## src/rtl/ifu_fetch_pkg.sv

```systemverilog
// Shared encodings for the instruction-fetch stage: next-PC select codes,
// FSM state codes and the default reset PC.
package ifu_fetch_pkg;

  localparam logic [31:0] IFU_RESET_PC = 32'h0000_3000;

  // Select codes driven by the downstream next-PC selector; anything other
  // than IFU_SEL_NORM arrives here as a redirect.
  typedef enum logic [1:0] {
    IFU_SEL_NORM = 2'd0,
    IFU_SEL_BR   = 2'd1,
    IFU_SEL_JMP  = 2'd2,
    IFU_SEL_EXC  = 2'd3
  } ifu_sel_e;

  typedef enum logic [1:0] {
    IFU_ST_FETCH = 2'd0,
    IFU_ST_WAIT  = 2'd1,
    IFU_ST_HOLD  = 2'd2,
    IFU_ST_DROP  = 2'd3
  } ifu_state_e;

  function automatic logic [31:0] ifu_pc_plus4(input logic [31:0] pc);
    return pc + 32'd4;
  endfunction

endpackage

```

## src/rtl/ifu_fetch_if.sv

```systemverilog
// Fetch-stage bundle: redirect input, instruction-memory handshake and the
// decode-side valid/ready output.
interface ifu_fetch_if;
  logic        redirect;
  logic [31:0] redirect_pc;
  logic        imem_req;
  logic [31:0] imem_addr;
  logic        imem_gnt;
  logic        imem_rvalid;
  logic [31:0] imem_rdata;
  logic        out_valid;
  logic        out_ready;
  logic [31:0] out_pc;
  logic [31:0] out_inst;
  logic        out_adel;

  modport master (
    input  redirect, redirect_pc, imem_gnt, imem_rvalid, imem_rdata, out_ready,
    output imem_req, imem_addr, out_valid, out_pc, out_inst, out_adel
  );

  modport slave (
    output redirect, redirect_pc, imem_gnt, imem_rvalid, imem_rdata, out_ready,
    input  imem_req, imem_addr, out_valid, out_pc, out_inst, out_adel
  );
endinterface

```

## src/rtl/ifu_fetch.sv

```systemverilog
// Instruction-fetch stage: owns the PC, issues one memory request at a time
// and presents {pc, instruction} to decode until accepted or redirected.
module ifu_fetch
  import ifu_fetch_pkg::*;
#(
  parameter logic [31:0] RESET_PC = IFU_RESET_PC
) (
  input logic   clk,
  input logic   reset,
  ifu_fetch_if.master bus
);

  ifu_state_e  state_q, state_d;
  logic [31:0] pc_q, pc_d;
  logic [31:0] inst_q, inst_d;
  logic        adel_q, adel_d;
  logic        aligned;
  logic        req;

  assign aligned = (pc_q[1:0] == 2'b00);
  assign req     = (state_q == IFU_ST_FETCH) && aligned && !reset;

  always_comb begin
    // NOTE: every variable gets a default first so no path can infer a latch.
    state_d = state_q;
    pc_d    = pc_q;
    inst_d  = inst_q;
    adel_d  = adel_q;

    if (bus.redirect) begin
      // A redirect never touches the presented word; out_valid drops because
      // the next state is never HOLD. DROP absorbs a response still in flight.
      pc_d = bus.redirect_pc;
      unique case (state_q)
        IFU_ST_FETCH: state_d = (req && bus.imem_gnt) ? IFU_ST_DROP : IFU_ST_FETCH;
        IFU_ST_WAIT:  state_d = bus.imem_rvalid ? IFU_ST_FETCH : IFU_ST_DROP;
        IFU_ST_HOLD:  state_d = IFU_ST_FETCH;
        IFU_ST_DROP:  state_d = bus.imem_rvalid ? IFU_ST_FETCH : IFU_ST_DROP;
        default:      state_d = IFU_ST_FETCH;
      endcase
    end else begin
      unique case (state_q)
        IFU_ST_FETCH: begin
          if (!aligned) begin
            inst_d  = '0;
            adel_d  = 1'b1;
            state_d = IFU_ST_HOLD;
          end else if (bus.imem_gnt) begin
            state_d = IFU_ST_WAIT;
          end
        end
        IFU_ST_WAIT: begin
          if (bus.imem_rvalid) begin
            inst_d  = bus.imem_rdata;
            adel_d  = 1'b0;
            state_d = IFU_ST_HOLD;
          end
        end
        IFU_ST_HOLD: begin
          if (bus.out_ready) begin
            pc_d    = ifu_pc_plus4(pc_q);
            state_d = IFU_ST_FETCH;
          end
        end
        IFU_ST_DROP: begin
          if (bus.imem_rvalid) state_d = IFU_ST_FETCH;
        end
        default: state_d = IFU_ST_FETCH;
      endcase
    end
  end

  // NOTE: sequential state uses non-blocking assignments only, so every flop
  // samples the pre-edge values regardless of statement order.
  always_ff @(posedge clk) begin
    if (reset) begin
      state_q <= IFU_ST_FETCH;
      pc_q    <= RESET_PC;
      inst_q  <= '0;
      adel_q  <= 1'b0;
    end else begin
      state_q <= state_d;
      pc_q    <= pc_d;
      inst_q  <= inst_d;
      adel_q  <= adel_d;
    end
  end

  assign bus.imem_req  = req;
  assign bus.imem_addr = pc_q;
  assign bus.out_valid = (state_q == IFU_ST_HOLD);
  assign bus.out_pc    = pc_q;
  assign bus.out_inst  = inst_q;
  assign bus.out_adel  = adel_q;

endmodule

```

## src/flat_wrapper.sv

```systemverilog
// flat-port wrapper written by rule: the top's interface ports become plain ports
module ifu_fetch_flat import ifu_fetch_pkg::*;
#(
  parameter logic [31:0] RESET_PC = IFU_RESET_PC
)
  (clk, reset, bus_redirect, bus_redirect_pc, bus_imem_gnt, bus_imem_rvalid, bus_imem_rdata, bus_out_ready, bus_imem_req, bus_imem_addr, bus_out_valid, bus_out_pc, bus_out_inst, bus_out_adel);
  ifu_fetch_if bus_i ();
  input logic clk;
  input logic reset;
  input wire logic [$bits(bus_i.redirect)-1:0] bus_redirect;
  input wire logic [$bits(bus_i.redirect_pc)-1:0] bus_redirect_pc;
  input wire logic [$bits(bus_i.imem_gnt)-1:0] bus_imem_gnt;
  input wire logic [$bits(bus_i.imem_rvalid)-1:0] bus_imem_rvalid;
  input wire logic [$bits(bus_i.imem_rdata)-1:0] bus_imem_rdata;
  input wire logic [$bits(bus_i.out_ready)-1:0] bus_out_ready;
  output wire logic [$bits(bus_i.imem_req)-1:0] bus_imem_req;
  output wire logic [$bits(bus_i.imem_addr)-1:0] bus_imem_addr;
  output wire logic [$bits(bus_i.out_valid)-1:0] bus_out_valid;
  output wire logic [$bits(bus_i.out_pc)-1:0] bus_out_pc;
  output wire logic [$bits(bus_i.out_inst)-1:0] bus_out_inst;
  output wire logic [$bits(bus_i.out_adel)-1:0] bus_out_adel;
  assign bus_i.redirect = bus_redirect;
  assign bus_i.redirect_pc = bus_redirect_pc;
  assign bus_i.imem_gnt = bus_imem_gnt;
  assign bus_i.imem_rvalid = bus_imem_rvalid;
  assign bus_i.imem_rdata = bus_imem_rdata;
  assign bus_i.out_ready = bus_out_ready;
  assign bus_imem_req = bus_i.imem_req;
  assign bus_imem_addr = bus_i.imem_addr;
  assign bus_out_valid = bus_i.out_valid;
  assign bus_out_pc = bus_i.out_pc;
  assign bus_out_inst = bus_i.out_inst;
  assign bus_out_adel = bus_i.out_adel;
  ifu_fetch #(.RESET_PC(RESET_PC)) u_core (.clk(clk), .reset(reset), .bus(bus_i));
endmodule
```

## config.mk

```make
export PLATFORM = sky130hd
export DESIGN_NAME = ifu_fetch_flat
export DESIGN_NICKNAME = d
export VERILOG_FILES = /design/src/rtl/ifu_fetch_pkg.sv /design/src/rtl/ifu_fetch_if.sv /design/src/rtl/ifu_fetch.sv /design/src/flat_wrapper.sv
export SDC_FILE = /design/constraint.sdc
export NUM_CORES = 1
export LEC_CHECK = 0
export ABC_AREA = 1
export CORE_ASPECT_RATIO = 1.2
export CORE_MARGIN = 3
export CORE_UTILIZATION = 42
export DETAILED_ROUTE_END_ITERATION = 16
export PLACE_DENSITY_LB_ADDON = 0.12
export SLEW_MARGIN = 20
export SYNTH_ARGS = -nofsm -noshare
export SYNTH_HDL_FRONTEND = slang
export SYNTH_SLANG_ARGS = --single-unit
export TNS_END_PERCENT = 30
```

## constraint.sdc

```tcl
create_clock -name clk -period 1.76 [get_ports clk]
set_input_delay 0.352 -clock clk [delete_from_list [all_inputs] [get_ports clk]]
set_output_delay 0.352 -clock clk [all_outputs]
set_load 0.01 [all_outputs]
```

Word level (Yosys, flattened, before mapping). Cells that the tools add are included.

RAM bits: 0. Output and inout bits: 99. Input port bits: 70. Flip-flop bits (word level): 67. Word-level logic and storage cells: 47. ROM bits: 0. Memories kept: 0. Bits in latches: 0.

Equality and inequality tests: 9. Divide/modulo/power cells: 0. $add $sub $neg: 1. Shift-type cells: 0. Order comparisons: 0. Reduce and logical (&&, ||, !) cells: 13. $mul: 0. Bitwise gates (word level): 1. Muxes and demuxes: 19.

Operators by type and width (count): $mux W32 (5); $pmux W32 S2 (1); $add A32 B3 Y32 const B (1); $mux W2 (8); $ne A3 B3 Y1 const B (3); $pmux W2 S4 (1); $reduce_and A4 Y1 (2); $pmux W2 S3 (1); $reduce_bool A2 Y1 (3); $eq A2 B2 Y1 const B (2); $logic_not A2 Y1 (2); $ne A2 B2 Y1 const B (2); $ne A4 B4 Y1 const B (1); $logic_and A1 B1 Y1 (3); $eq A2 B1 Y1 const B (1); $mux W1 (2); $pmux W1 S2 (1); $reduce_and A2 Y1 (1); $reduce_or A2 Y1 (1); $logic_not A1 Y1 (1); $not A1 Y1 (1).

Depth between registers and ports, before layout. Gate-level depths: netlist of run 1.

Depth in word-level cells: 7. Gate-level depth with buffers: 10. Depth with buffers taken out: 10.

Worst setup path before layout of run 1. Ideal clock, no wire load.

Path type: register to register. Start: register u_core.pc_q[2], in the netlist u_core.bus.imem_addr[2]. End: register u_core.pc_q[12], in the netlist u_core.bus.imem_addr[12]. Arrival time: 1.400 ns. Required time: 1.631 ns. Period minus slack after synthesis: 1.529 ns. Buffers on the path: 0. Cell stages (with the launch flop): 9. Slack: 0.231 ns. Cells stage by stage: dfxtp_1 ha_1 nand2_2 nor2_4 nand2_4 nor2_4 xor2_1 o21ai_0 nand3_1.

Cells in the longest elaborated chain, start to end: 4.

RTL lines: from (decl) (line ifu_fetch.sv:14) `logic [31:0] pc_q, pc_d;`; from (signal assigned) (line ifu_fetch.sv:83) `pc_q <= pc_d;`; $add A32 B3 Y32 (line ifu_fetch_pkg.sv:24) `return pc + 32'd4;`; $mux W32 (line ifu_fetch.sv:60) `if (bus.out_ready) begin`; $mux W32 (line ifu_fetch.sv:42) `unique case (state_q)`; $mux W32 (line ifu_fetch.sv:30) `if (bus.redirect) begin`.

No other way between the ends. The select of a mux whose other input is x is not followed. A chain may end at the register's enable or synchronous reset.

Worst setup path after layout of run 1.
Start: register u_core.pc_q[16], in the netlist u_core.bus.imem_addr[16]. End: output bus_imem_addr[16].

RTL lines: to (decl) (line flat_wrapper.sv:17) `output wire logic [$bits(bus_i.imem_addr)-1:0] bus_imem_addr;`.

No word-level cell between the ends.

==> results of run 1 <==
==> final timing paths <==
check | startpoint | end | cells after the start
worst max-delay path | u_core.bus.imem_addr[16] | bus_imem_addr[16] | 1
worst min-delay path | u_core.bus.out_inst[0] | u_core.bus.out_inst[0] | 2
worst min register to register | u_core.bus.out_inst[0] | u_core.bus.out_inst[0] | 2
worst max register to register | u_core.bus.imem_addr[3] | u_core.bus.imem_addr[24] | 8
==> cell usage after synthesis, types with 2 or more instances <==
| master | n |
|---|---|
| sky130_fd_sc_hd__buf_2 | 2 |
| sky130_fd_sc_hd__xor2_1 | 4 |
| sky130_fd_sc_hd__inv_2 | 3 |
| sky130_fd_sc_hd__nor2_2 | 3 |
| sky130_fd_sc_hd__a21oi_1 | 27 |
| sky130_fd_sc_hd__a22oi_2 | 4 |
| sky130_fd_sc_hd__clkbuf_1 | 7 |
| sky130_fd_sc_hd__dfxtp_1 | 67 |
| sky130_fd_sc_hd__nor2_8 | 2 |
| sky130_fd_sc_hd__buf_6 | 9 |
| sky130_fd_sc_hd__buf_4 | 36 |
| sky130_fd_sc_hd__nor2_4 | 5 |
| sky130_fd_sc_hd__nand2_8 | 2 |
| sky130_fd_sc_hd__inv_1 | 30 |
| sky130_fd_sc_hd__or2_2 | 2 |
| sky130_fd_sc_hd__nand3_1 | 41 |
| sky130_fd_sc_hd__o21ai_0 | 18 |
| sky130_fd_sc_hd__a21oi_2 | 2 |
| sky130_fd_sc_hd__nand2_1 | 126 |
| sky130_fd_sc_hd__nor2_1 | 82 |
| sky130_fd_sc_hd__a31oi_1 | 11 |
| sky130_fd_sc_hd__nand2_2 | 8 |
| sky130_fd_sc_hd__a22oi_1 | 21 |
| sky130_fd_sc_hd__xnor2_1 | 2 |
| sky130_fd_sc_hd__inv_6 | 2 |
| sky130_fd_sc_hd__nor3_1 | 6 |
==> flip-flops by register name, summed over array words and instances, names as in the netlist <==
| register | cells |
|---|---|
| u_core.state_q | 2 |
| u_core.bus.out_inst | 32 |
| u_core.bus.out_adel | 1 |
| u_core.bus.imem_addr | 32 |
==> layer usage <==
metal	wire length, um	part of all wire	vias up
met4	123	0.011	0
met5	0	0	-
met2	5750	0.50	159
met3	1110	0.096	14
li1	-	-	2014
met1	4500	0.39	1839
==> logic make-up (layout without fill, tap and decap cells) <==
logic type	Yosys count	after routing	synth area share
buf+inv	90	245	0.146
fa+ha+maj	1	1	0.00329
xor+xnor	6	6	0.0138
flops	67	67	0.353
compound gates	87	87	0.145
simple gates	284	284	0.340
==> layout make-up <==
cell class | instances | area (um2) | share of cell area
well taps | 117 | 146 | 0.0257
clock inverters | 7 | 98.8 | 0.0173
repair buffers | 193 | 1910 | 0.335
clock buffers | 9 | 124 | 0.0217
multi-input cells | 378 | 1910 | 0.335
inverters | 36 | 146 | 0.0257
flip-flops and latches | 67 | 1370 | 0.239
==> power breakdown <==
group	total (mW)	switching [mW]	internal, mW
logic	0.913	0.425	0.488
clock network	1.47	0.659	0.808
registers	1.69	0.0903	1.60
total	4.07	1.17	2.89
==> what timing repair did <==
item                       4_1_cts  5_1_grt
resized for setup                7       25
hold buffers                     0        0
setup endpoints to repair        7       42
==> metrics, run 1 <==
total count of max-transition violations in the final report=0; area of the core=8700 um2; Post-Syn Area per Cell=between 7 and 8 um2; average vias per placed instance=roughly 5; flip-flop and latch count after synthesis=67; Worst Skew=between 0.015 and 0.02 ns; chip height=110 um; Required @ worst endpoint=about 1.4 ns; number of vias after detailed routing=~4000; fraction of synthesized cell area taken by the top area cell type=0.353; share of the yosys chip area belonging to registers=0.353; iteration-0 DRC count of the detailed router=220; die outline width=about 93 um; type of the worst setup path=reg -> out; critical path data arrival time=around 1.4 ns; worst slew margin relative to its limit=0.594; dpl ws=-0.137 ns; endpoint type of the worst setup path=output pin; root buffer cell=sky130_fd_sc_hd__clkbuf_8; clock tree buffer depth=2; Net Count, Synth=roughly 600; VDD IR max=around 0.0006 V; GRT Resource Usage Total=0.221; Overflow after GRT=0; min Tclk post-route=1.72 ns; effective utilization at floorplan=0.437; Setup Buffers After CTS=0; critical-path maximum fanout=6; final setup vio count=0; fraction of the cycle the final worst path needs=0.975; Detailed Routing Iterations Pass 1=4; final standard cell utilization of the core=0.656; maximum clock rate=approximately 600 MHz; Boundary Pins=about 170; average routed wire per standard cell=approximately 14 um; Total Routed Length=between 10000 and 15000 um; cells traversed along the worst timing path=clkdlybuf4s50_1; count of distinct cell types in the synthesized netlist=39; number of enable-type register cells in the synthesized netlist=0; vias in the first global route=~3900; Total Power Consumption=4.07 mW; H-tree levels=3; most frequent standard cell in the layout excluding fill and tap cells=sky130_fd_sc_hd__clkdlybuf4s50_1; largest incremental delay on the critical path=around 0.58 ns; row count=37; final cell area excluding filler cells=between 5000 and 6000 um2; total of buffers placed on input and output ports=168; power density over cell area=713 nW/um2; leakage power=2.24 nW; layout overhead on the synthesized area=50.1%; CTS tree=done; clock sink count=67; most frequent cells in the layout=sky130_fd_sc_hd__clkdlybuf4s50_1 (158), sky130_fd_sc_hd__nand2_1 (126), sky130_fd_sc_hd__nor2_1 (81), sky130_fd_sc_hd__dfxtp_1 (48), sky130_fd_sc_hd__nand3_1 (41); post-synthesis cell area=3800 um2; full die area=10200 um2; async set-reset flop share out of synthesis=0; number of remaining DRC errors=0; Placed Instances=791; placed cell area=~5400 um2; Buf/Inv on CP=1; met2 GRT Util=0.383; cell with the largest stage delay on the worst path=sky130_fd_sc_hd__clkdlybuf4s50_1; Setup Total Neg Slack=0 ns; fill count=a little over 800; post-detail-place hpwl=between 8000 and 9000 um; final antenna diode count=0; final hold slack=0.469 ns; final weighted congestion in routability-driven placement=between 0.8 and 0.9; result of the run=finished, final reports clean; clock transition at the registers of the reported paths=roughly 0.080 ns; fraction of layout cells with a size suffix above 1=0.145; largest cells by area after synthesis=sky130_fd_sc_hd__dfxtp_1 (35%), sky130_fd_sc_hd__nand2_1 (12%), sky130_fd_sc_hd__nor2_1 (8.1%), sky130_fd_sc_hd__buf_4 (7.1%), sky130_fd_sc_hd__nand3_1 (5.4%); wire length of the first global-routing pass=18200 um; count of nets left with antenna violations after detail routing=0; setup slack of the worst register-to-register path=~0.19 ns; maximum number of pins on one net before global-route repair=just under 60; max-cap violation count=0; count of non-filler cells in the finished layout=~810; Hold Crit Class=reg -> reg; crit path setup slack, layout=between 0.04 and 0.05 ns; initial antenna violation count=0; kind of start point of the critical path=register; Cells after Synth=approximately 540; flip-flop cell with the highest count after synthesis=sky130_fd_sc_hd__dfxtp_1; grt peak-use layer=met2; Num CTS Buffers=9; Yosys warnings=0; clock latency reported for the late side of the worst-skew pair=around 0.35 ns; Tightest Pin Transition=~0.61 ns; GR met3 Demand/Resource=0.0760; Final Hold Fails=0; category of cells accounting for the largest share of critical-path delay=buffers and inverters; final layout net count=approximately 760; cell type with the highest aggregate area in the netlist=sky130_fd_sc_hd__dfxtp_1; GR met1 Demand/Resource=0.254
No activity file was read; power rests on OpenSTA's default activity.
==> run 2: changes to the inputs <==
Settings changed: CORE_UTILIZATION 42 to 38, PLACE_DENSITY_LB_ADDON 0.12 to 0.05.
Clock period 1.76 ns to 1.5 ns, I/O delays scaled along.
==> run 2 against run 1 <==
  * The flow now finishes with violations (negative setup slack)
  * Via count rose by 2.6%
  * Hold slack got worse by 0.0052 ns
  * Routed wire length rose by 7.6%
  * Setup slack got worse by 0.058 ns
  * Critical path type unchanged
  * Largest cell class is now non-clock buffers
==> metrics, run 2 (synthesized netlist as in run 1, its figures left out) <==
grt peak-use layer=met2 (unchanged); wire length of the first global-routing pass=19100 um (was 18200 um); clock tree buffer depth=2 (unchanged); result of the run=complete, but fails checks (was finished, final reports clean); violated checks=negative setup slack; most frequent standard cell in the layout excluding fill and tap cells=sky130_fd_sc_hd__nand2_1 (was sky130_fd_sc_hd__clkdlybuf4s50_1); iteration-0 DRC count of the detailed router=129 (was 220); clock latency reported for the late side of the worst-skew pair=0.34 ns (was 0.35 ns); max-cap violation count=0 (unchanged); effective utilization at floorplan=0.393 (was 0.437); kind of start point of the critical path=register (unchanged); maximum number of pins on one net before global-route repair=57 (was 58); crit path setup slack, layout=-0.0140 ns (was 0.0443 ns); number of vias after detailed routing=4132 (was 4026); fraction of layout cells with a size suffix above 1=0.257 (was 0.145); hold wc startpoint=u_core.bus.out_inst[5] (was u_core.bus.out_inst[0]); Boundary Pins=169 (unchanged); Detailed Routing Iterations Pass 1=4 (unchanged); fraction of the cycle the final worst path needs=1.01; final antenna diode count=0 (unchanged); power density over cell area=824 nW/um2 (was 713 nW/um2); clock sink count=67 (unchanged); Overflow after GRT=0 (unchanged); end point of the most critical hold path=u_core.bus.out_inst[5] (was u_core.bus.out_inst[0]); GR met3 Demand/Resource=0.0584 (was 0.0760); final weighted congestion in routability-driven placement=0.908 (was 0.874); layout overhead on the synthesized area=63.8% (was 50.1%); Num CTS Buffers=9 (unchanged); worst r2r src=u_core.bus.imem_addr[3] (unchanged); total of buffers placed on input and output ports=168 (unchanged); average vias per placed instance=4.85 (was 4.99); maximum clock rate=between 600 and 700 MHz; endpoint type of the worst setup path=output pin (unchanged); Total Routed Length=12300 um (was 11500 um); number of remaining DRC errors=0 (unchanged); met2 GRT Util=0.369 (was 0.383); final standard cell utilization of the core=0.645 (was 0.656); total count of max-transition violations in the final report=0 (unchanged); capture point of the worst reg-to-reg path=u_core.bus.imem_addr[20] (was u_core.bus.imem_addr[24]); GRT Resource Usage Total=0.209 (was 0.221); leakage power=2.82 nW (was 2.24 nW); min Tclk post-route=1.51 ns; vias in the first global route=4138 (was 3883); number of buffers inserted by hold repair at cts=0 (unchanged); post-detail-place hpwl=8750 um (was 8670 um); type of the worst setup path=reg -> out (unchanged); setup repair after global routing missed its margin=true; Tightest Pin Transition=0.625 ns (was 0.609 ns); critical path data arrival time=1.21 ns (was 1.36 ns); worst-case reg-to-reg path depth=9 (was 8); average routed wire per standard cell=14.5 um (was 14.2 um); CTS tree=done (unchanged); dpl ws=-0.352 ns (was -0.137 ns); GR met1 Demand/Resource=0.234 (was 0.254); final layout net count=795 (was 756); initial antenna violation count=0 (unchanged); Hold Crit Class=reg -> reg (unchanged); clock transition at the registers of the reported paths=0.06 ns (was 0.08 ns); root buffer cell=sky130_fd_sc_hd__clkbuf_16 (was sky130_fd_sc_hd__clkbuf_8); Final Hold Fails=0 (unchanged); final setup vio count=1 (was 0); worst slew margin relative to its limit=0.583 (was 0.594); area of the core=9660 um2 (was 8700 um2); final hold slack=0.464 ns (was 0.469 ns); Required @ worst endpoint=1.20 ns (was 1.41 ns); VDD IR max=0.000528 V (was 0.000594 V); placed cell area=5660 um2 (was 5440 um2); final cell area excluding filler cells=6230 um2 (was 5710 um2); critical-path maximum fanout=2 (was 6); count of nets left with antenna violations after detail routing=0 (unchanged); chip height=116 um (was 110 um); row count=39 (was 37); setup slack of the worst register-to-register path=0.03 ns (was 0.19 ns); Worst Skew=0.00687 ns (was 0.0151 ns); die outline width=97.3 um (was 92.8 um); cell depth of the worst min-delay path=2 (unchanged); full die area=11200 um2 (was 10200 um2); most frequent cells in the layout=sky130_fd_sc_hd__nand2_1 (122), sky130_fd_sc_hd__dlygate4sd2_1 (94), sky130_fd_sc_hd__nor2_1 (72), sky130_fd_sc_hd__clkdlybuf4s50_1 (67), sky130_fd_sc_hd__buf_4 (53) (was sky130_fd_sc_hd__clkdlybuf4s50_1 (158), sky130_fd_sc_hd__nand2_1 (126), sky130_fd_sc_hd__nor2_1 (81), sky130_fd_sc_hd__dfxtp_1 (48), sky130_fd_sc_hd__nand3_1 (41)); H-tree levels=3 (unchanged)
[run 2: changes by cell type in the layout (fill, tap and decap cells not counted), sizes merged]
cell and change:
clkbuf +1, buf +39, clkdlybuf4s50 -91, dlygate4sd2 +93
bufinv -2, clkinv +1, clkdlybuf4s15 +2, inv +1
dlymetal6s2s -5
[run 2: worst max path at each step]
| stage | start | end |
|---|---|---|
| after detailed placement | bus_redirect | u_core.bus.out_inst[24] |
| after global routing | u_core.bus.imem_addr[3] | u_core.bus.imem_addr[20] |
| final | u_core.bus.imem_addr[1] | bus_imem_req |
| after floorplan | u_core.bus.imem_addr[2] | u_core.bus.imem_addr[12] |
| after global placement | bus_redirect | u_core.bus.out_inst[31] |
| after CTS | u_core.bus.imem_addr[0] | bus_imem_req |
[run 2: per-stage QoR]
| stage | TNS [ns] | instances | power [mW] |
|---|---|---|---|
| 2_1_floorplan | 0 | 535 | 2.57 |
| 3_3_place_gp | -13.39 | 827 | 3.15 |
| 3_5_place_dp | -15.79 | 827 | 3.17 |
| 4_1_cts | -0.466 | 843 | 5.08 |
| 5_1_grt | -0.981 | 852 | 5.37 |
| 6_report | -0.0140 | 852 | 5.13 |
[run 2: area by class of cell]
class,count,area [um2]
Fill cell,896,3430
Timing Repair Buffer,232,2120
Multi-Input combinational cell,378,2120
Sequential cell,67,1400
Clock buffer,9,225
Inverter,36,160
Tap cell,123,154
Clock inverter,7,52.6
[run 2: power by group]
part           internal (mW)  total [mW]  switching [mW]
logic                  0.601        1.18           0.574
clock network           1.13        1.98           0.849
registers               1.88        1.98           0.101
total                   3.61        5.13            1.52
[run 2: layer usage]
layer / up-vias / part of all wire
met5: - / 0
met4: 0 / 0.023
met3: 19 / 0.072
met2: 127 / 0.51
met1: 1883 / 0.39
li1: 2103 / -
[run 2: worst max-delay path: stages (launching register included)]
cell and delay [ns]:
sky130_fd_sc_hd__dfxtp_2 0.32, sky130_fd_sc_hd__nor2_2 0.10, sky130_fd_sc_hd__nand2_2 0.09, sky130_fd_sc_hd__nor3_4 0.20
sky130_fd_sc_hd__buf_2 0.16
[run 2: timing repair]
action                                  4_1_cts  5_1_grt
buffers inserted                              0        6
cloned                                        0        3
gates resized for setup                     135       70
endpoints found under the setup margin      130       54
pin swaps                                     0       15
endpoints found under the hold margin         0        0
